===== config.mk =====
export PLATFORM = sky130hd
export DESIGN_NAME = risc_ctrl_fsm
export DESIGN_NICKNAME = d
export VERILOG_FILES = /design/src/rtl/risc_ctrl_fsm.sv
export SDC_FILE = /design/constraint.sdc
export NUM_CORES = 1
export LEC_CHECK = 0
export ABC_AREA = 1
export CAP_MARGIN = 20
export CORE_UTILIZATION = 57
export CTS_BUF_LIST = sky130_fd_sc_hd__clkbuf_8
export DETAILED_ROUTE_END_ITERATION = 10
export MAX_ROUTING_LAYER = met4
export PLACE_DENSITY = 0.88
export REMOVE_ABC_BUFFERS = 1
export SLEW_MARGIN = 20
export SYNTH_ARGS = -nofsm -noshare
export SYNTH_HDL_FRONTEND = slang
export SYNTH_SLANG_ARGS = --single-unit

===== constraint.sdc =====
create_clock -name clk -period 4.8 [get_ports clk]
set_clock_uncertainty 0.05 [all_clocks]
set_input_delay 1.44 -clock clk [delete_from_list [all_inputs] [get_ports clk]]
set_output_delay 1.44 -clock clk [all_outputs]
set_load 0.05 [all_outputs]

===== src/rtl/risc_ctrl_fsm.sv =====
//------------------------------------------------------------------------------
// risc_ctrl_fsm : multi-cycle FETCH/DECODE/EXEC/MEM/WB control sequencer
//                 with memory-wait watchdog and retired-instruction counter.
// Revision      : 1.0
//------------------------------------------------------------------------------
`default_nettype none

module risc_ctrl_fsm #(
    parameter int TIMEOUT = 15,
    parameter int CNT_W   = 32
) (
    input  logic             clk,
    input  logic             rstn,
    input  logic             start,
    input  logic [5:0]       opcode,
    input  logic [5:0]       func,
    input  logic             zero,
    input  logic             imem_ack,
    input  logic             dmem_ack,
    output logic             imem_req,
    output logic             ir_load,
    output logic             cnt,
    output logic             alu_en,
    output logic [3:0]       alu_op,
    output logic             mem_rd,
    output logic             mem_wr,
    output logic             reg_wr,
    output logic             pc_en,
    output logic [1:0]       pc_sel,
    output logic             ill,
    output logic             err,
    output logic             halted,
    output logic [2:0]       state,
    output logic [CNT_W-1:0] retired
);

    typedef enum logic [2:0] {
        S_IDLE   = 3'd0,
        S_FETCH  = 3'd1,
        S_DECODE = 3'd2,
        S_EXEC   = 3'd3,
        S_MEM    = 3'd4,
        S_WB     = 3'd5,
        S_HALT   = 3'd6
    } state_t;

    localparam logic [5:0] c_OP_R     = 6'h00;
    localparam logic [5:0] c_OP_ADDI  = 6'h01;
    localparam logic [5:0] c_OP_LOAD  = 6'h02;
    localparam logic [5:0] c_OP_STORE = 6'h03;
    localparam logic [5:0] c_OP_BEQ   = 6'h04;
    localparam logic [5:0] c_OP_JMP   = 6'h05;
    localparam logic [5:0] c_OP_HALT  = 6'h3F;
    localparam logic [7:0] c_WAIT_LAST = 8'(TIMEOUT - 1);

    state_t           r_state;
    state_t           w_next;
    logic [5:0]       r_op;
    logic [5:0]       r_func;
    logic [7:0]       r_wait;
    logic             r_err;
    logic [CNT_W-1:0] r_retired;
    logic             w_retire;
    logic             w_fault;
    logic             w_tmo;

    // The fault fires on the cycle that would make the wait count reach TIMEOUT;
    // an ack in that same cycle takes priority.
    assign w_tmo   = (r_wait == c_WAIT_LAST);
    assign state   = r_state;
    assign err     = r_err;
    assign retired = r_retired;

    always_comb begin
        w_next   = r_state;
        w_retire = 1'b0;
        w_fault  = 1'b0;
        imem_req = 1'b0;
        ir_load  = 1'b0;
        cnt      = 1'b0;
        alu_en   = 1'b0;
        alu_op   = 4'd0;
        mem_rd   = 1'b0;
        mem_wr   = 1'b0;
        reg_wr   = 1'b0;
        pc_en    = 1'b0;
        pc_sel   = 2'd0;
        ill      = 1'b0;
        halted   = 1'b0;
        case (r_state)
            S_IDLE: begin
                if (start) w_next = S_FETCH;
            end
            S_FETCH: begin
                imem_req = 1'b1;
                if (imem_ack) begin
                    ir_load = 1'b1;
                    w_next  = S_DECODE;
                end else if (w_tmo) begin
                    w_fault = 1'b1;
                    w_next  = S_HALT;
                end
            end
            S_DECODE: begin
                cnt = 1'b1;
                case (opcode)
                    c_OP_HALT: w_next = S_HALT;
                    c_OP_R, c_OP_ADDI, c_OP_LOAD,
                    c_OP_STORE, c_OP_BEQ, c_OP_JMP: w_next = S_EXEC;
                    default: begin
                        ill      = 1'b1;
                        pc_en    = 1'b1;
                        w_retire = 1'b1;
                        w_next   = S_FETCH;
                    end
                endcase
            end
            S_EXEC: begin
                alu_en = 1'b1;
                case (r_op)
                    c_OP_R: begin
                        alu_op = r_func[3:0];
                        w_next = S_WB;
                    end
                    c_OP_ADDI:             w_next = S_WB;
                    c_OP_LOAD, c_OP_STORE: w_next = S_MEM;
                    c_OP_BEQ: begin
                        alu_op   = 4'd1;
                        pc_en    = 1'b1;
                        pc_sel   = zero ? 2'd1 : 2'd0;
                        w_retire = 1'b1;
                        w_next   = S_FETCH;
                    end
                    c_OP_JMP: begin
                        pc_en    = 1'b1;
                        pc_sel   = 2'd2;
                        w_retire = 1'b1;
                        w_next   = S_FETCH;
                    end
                    default: w_next = S_FETCH;
                endcase
            end
            S_MEM: begin
                mem_rd = (r_op == c_OP_LOAD);
                mem_wr = (r_op == c_OP_STORE);
                if (dmem_ack) begin
                    if (r_op == c_OP_STORE) begin
                        pc_en    = 1'b1;
                        w_retire = 1'b1;
                        w_next   = S_FETCH;
                    end else begin
                        w_next = S_WB;
                    end
                end else if (w_tmo) begin
                    w_fault = 1'b1;
                    w_next  = S_HALT;
                end
            end
            S_WB: begin
                reg_wr   = 1'b1;
                pc_en    = 1'b1;
                w_retire = 1'b1;
                w_next   = S_FETCH;
            end
            S_HALT: halted = 1'b1;
            default: w_next = S_IDLE;
        endcase
    end

    always_ff @(posedge clk or negedge rstn) begin
        if (!rstn) begin
            r_state   <= S_IDLE;
            r_op      <= 6'd0;
            r_func    <= 6'd0;
            r_wait    <= 8'd0;
            r_err     <= 1'b0;
            r_retired <= '0;
        end else begin
            r_state <= w_next;
            if (r_state == S_DECODE) begin
                r_op   <= opcode;
                r_func <= func;
            end
            if (w_next != r_state)
                r_wait <= 8'd0;
            else if (r_state == S_FETCH || r_state == S_MEM)
                r_wait <= r_wait + 8'd1;
            r_err <= r_err | w_fault;
            if (w_retire)
                r_retired <= r_retired + CNT_W'(1);
        end
    end

endmodule

`default_nettype wire


* Word level (Yosys, flattened, before mapping)
Index checks and enable logic that the tools add are counted.
** Cells by class
- Add/subtract/negate cells :: 2
- Multipliers :: 0
- Divide/modulo/power cells :: 0
- Order comparisons :: 0
- Equal/unequal tests :: 19
- Shift-type cells :: 0
- Multiplexer cells :: 34
- Bitwise operators :: 1
- Reductions and logical operators :: 10
** Operators with widths (count)
- 32-bit by 1-bit adder with 32-bit output (second input constant) :: 1
- 6-bit by 2-bit equality test with 1-bit output (second input constant) :: 4
- 6-bit by 3-bit equality test with 1-bit output (second input constant) :: 4
- 3-bit one-hot mux with 7 select lines :: 1
- 1-bit 2-to-1 mux :: 18
- 8-bit 2-to-1 mux :: 2
- 3-bit 2-to-1 mux :: 5
- 6-bit by 1-bit equality test with 1-bit output (second input constant) :: 2
- 6-bit zero test :: 2
- 3-bit one-hot mux with 2 select lines :: 2
- 3-bit equality test (second input constant) :: 3
- 8-bit by 1-bit adder with 8-bit output (second input constant) :: 1
- 8-bit by 4-bit equality test with 1-bit output (second input constant) :: 1
- 4-bit one-hot mux with 2 select lines :: 1
- 7-bit OR reduction :: 1
- 3-bit by 2-bit equality test with 1-bit output (second input constant) :: 2
- 6-bit equality test (second input constant) :: 1
- 2-bit OR reduction :: 3
- 6-bit OR reduction :: 1
- 4-bit 2-to-1 mux :: 1
- 1-bit one-hot mux with 4 select lines :: 1
- 2-bit one-hot mux with 2 select lines :: 1
- 3-bit by 1-bit equality test with 1-bit output (second input constant) :: 1
- 3-bit zero test :: 1
- other kinds (6) :: 6
** Storage, ports and cells
- Register bits :: 54
- Bits in latches :: 0
- RAM bits :: 0
- Bits in read-only memories :: 0
- Input bits :: 18
- Output and inout bits :: 52
- Word-level logic and storage cells :: 72
- Memories :: 0

* Depth between registers and ports, before layout
- Depth after elaboration :: 6
- Mapped depth :: 12
- Mapped depth without buffers :: 11

* Worst setup path after synthesis
OpenSTA, ideal clock, no wires.
- Kind :: register to output
- From :: reg r_state[0], in the netlist state[0]
- To :: out pc_sel[1]
- Data arrival time :: 2.528 ns
- Data required time :: 3.310 ns
- Path slack :: 0.782 ns
- Cell stages (with the launch flop) :: 4
- Buffers on the path :: 1
- Cells stage by stage :: dfrtp_1 buf_4 nand3_2 nor4_1
** On the way
- Word-level cells in the longest chain between the ends :: 2
** Ends and longest elaborated chain
- start, declared :: line 56 : state_t r_state;
- start signal, assigned :: line 179 : r_state <= w_next;
- 3-bit by 2-bit equality test with 1-bit output :: line 90 : case (r_state)
- 2-bit 2-to-1 mux :: line 90
- end, declared :: line 29 : output logic [1:0] pc_sel,
Every way passes these cells.

* Worst setup path in the final report
- From :: in imem_ack
- To :: out ir_load
** On the way
- Word-level cells in the longest chain between the ends :: 2
** Ends and longest elaborated chain
- start, declared :: line 18 : input logic imem_ack,
- 1-bit 2-to-1 mux :: line 96 : if (imem_ack) begin
- 1-bit 2-to-1 mux :: line 90
- end, declared :: line 21 : output logic ir_load,
Every way passes these cells.

==> impl_metrics.ini <==
[run_status]
outcome = finished, final reports clean

[critical_path]
start_kind = input port
cp.required_ns = 3.31
cp_top_family = buffers and inverters
max_stage_delay_ns = 0.78
critPathMaxFanout = 2
path_class = input port to output pin
crit_top_cell = clkdlybuf4s50_1
path_buf_inv = 3
critPathArrivalTime_ns = 2.87
end_kind = output pin
cp_cell_sequence = clkdlybuf4s50_1 > nand2_1 > inv_1 > clkdlybuf4s50_1
crit_path_top_delay_cell = clkdlybuf4s50_1

[final_layout]
fin_nets = 542
drive_above_1_share_pct = 6.51
synthToLayoutAreaGrowth_pct = 24.9
finalInstanceArea_mm2 = 0.00412
diodes = 0
final_util_pct = 74.4

[synth]
synth_top_area_cell = dfrtp_1
synth_top_area_share_pct = 40.9
synth_edf_count = 0
yosys.cell_count.top_type = nand2_1
synth_ff_type = dfrtp_1
ys_ff_latch = 54
ys_seq_area_share_pct = 40.9
synth_area_per_cell_um2 = 7.29
synth_area_leaders = dfrtp_1 (41%), nand2_1 (17%), xor2_1 (7.2%)
synth_common_cells = nand2_1 (148), dfrtp_1 (54), inv_1 (46), nor2_1 (46), nor3_1 (28)
synthDistinctLibCells = 29
synthArstFlopShare_pct = 100
yosys_warnings = 0
synth_cells = 453
syn-cell-area_mm2 = 0.00330

[cts]
cts_buffers = 5
holdBufCountCts = 0
clk_path_buf_depth = 2
htreeDepth = 2
clk_latency_ns = 0.31
cts_resized = 0
post-cts-setup-buffers = 0
cts_tree = done
cts.sinks = 54
path_clk_slew_ns = 0.10
cts-root-buf = clkbuf_8

[die]
initial_core_util_pct = 59.6
row_count = 27
core_area_mm2 = 0.00554
die_w_um = 78.1
die_h_um = 78.1
die_area_mm2 = 0.00610
ioPinCount = 70

[global_routing]
grt_pass1_wl_um = 14200
track_usage_pct = 30.5
grt_start_max_net_pins = 42
grt_pass1_vias = 3189
antenna_found_initial = 0
overflow = 0

[power_and_ir_drop]
switching_power_uw = 799
pwr-share-seq_pct = 37.4
leakage_nw = 1.87
swShare_pct = 46.3
peakVddDrop_v = 0.000442
pwr-share-clk_pct = 17.9
p_int_uw = 925
power_density_mw_per_mm2 = 418
combinationalPowerShare_pct = 44.7

[timing]
worst_pin_slew_ns = 0.731
fmaxAchievable_mhz = 229
final.period_utilization_pct = 90.8
setup_tns_ns = 0
rsz0062_at_grt = no
hold_viol_final = 0
maxSlewViolCount = 0
min_period_ns = 4.36
max-slew-margin-rel_pct = 51.3
setup_viol = 0

[detailed_routing]
via_count = 3261
detail-route-antenna-nets = 0
wl_um = 8430
drt_iter0_drc = 162
drc = 0
wl_per_cell_um = 14.2
dr.pass1.iters = 5
viasPerCell = 5.49

[place]
dp_hpwl_um = 6230
dpl_cell_area_mm2 = 0.00401
place_congestion = 0.975
numPortBuffers = 67

[worst_hold_path]
hp-class = flop to flop

[job]
drv_cap = 0
==> through the flow <==
stage                     power [mW]  hold slack, ns  instances  setup slack [ns]
after floorplan                 1.17           0.392        445             0.720
after global routing            1.83           0.453        594             0.403
after global placement          1.39           0.397        586             0.470
final                           1.72           0.433        594             0.439
after CTS                       1.72           0.434        594             0.436
after detailed placement        1.42           0.410        586             0.443
==> logic make-up (layout without fill, tap and decap cells) <==
family          count (synthesis)  after routing  synth area share (%)
flops                          54             54                  40.9
simple gates                  276            276                  37.1
fa+ha+maj                       3              3                  1.14
compound gates                 28             28                  4.55
xor+xnor                       34             34                  9.02
buf+inv                        58            127                  7.28
==> power groups by stage <==
stage | logic (mW) | registers [mW] | clock network [mW]
2_1_floorplan | 0.401 | 0.767 | 0
5_1_grt | 0.836 | 0.658 | 0.332
3_3_place_gp | 0.745 | 0.646 | 0
6_report | 0.770 | 0.645 | 0.308
4_1_cts | 0.768 | 0.643 | 0.313
3_5_place_dp | 0.766 | 0.653 | 0
==> metal layers <==
metal  GRT usage [%]  share of wire, %  routed length [um]  vias to the layer above
met5               -                 0                   0                        -
met4            12.4               2.2                 184                        0
met3            4.19               6.1                 518                       20
met2            53.5                51                4310                      140
met1            35.3                41                3410                     1530
li1                -                 -                   -                     1571
==> cell type report <==
cell class              instances  area (um2)
fillers                       454        1420
clock buffers                   5        68.8
well taps                      72        90.1
flip-flops and latches         54        1350
multi-input cells             341        1710
repair buffers                 69         676
clock inverters                 3        41.3
inverters                      50         188
==> state kept, by name, indices dropped and copies added (netlist names) <==
signal and cells:
err 1, r_func 4, r_op 6, r_wait 8
retired 32, state 3
==> worst paths after layout <==
check	from	endpoint	slack [ns]	depth (start not counted)
max in group asynchronous	rstn	retired[15]	2.79	2
max reg2reg	state[0]	retired[16]	2.36	7
min reg2reg	r_func[3]	r_func[3]	0.43	2
min in group asynchronous	rstn	r_func[1]	1.12	1
min	r_func[3]	r_func[3]	0.43	2
max	imem_ack	ir_load	0.44	4
==> cell usage in the layout, fill, tap and decap left out, types with 10 or more instances in the layout <==
| master | Yosys | routed |
|---|---|---|
| o21ai_0 | 23 | 23 |
| nor3_1 | 28 | 28 |
| nand4_1 | 10 | 10 |
| nand2_1 | 148 | 148 |
| inv_1 | 46 | 47 |
| nor2_1 | 46 | 46 |
| xor2_1 | 27 | 27 |
| clkdlybuf4s50_1 | 0 | 64 |
| dfrtp_1 | 54 | 54 |
| nand3_1 | 22 | 22 |
==> worst min-delay path, cell delays in order, from the launching register on <==
cell and delay, ns:
dfrtp_1 0.36, nand2_1 0.05, nand2_1 0.04
Note: power is estimated with default switching activity, not from simulation.
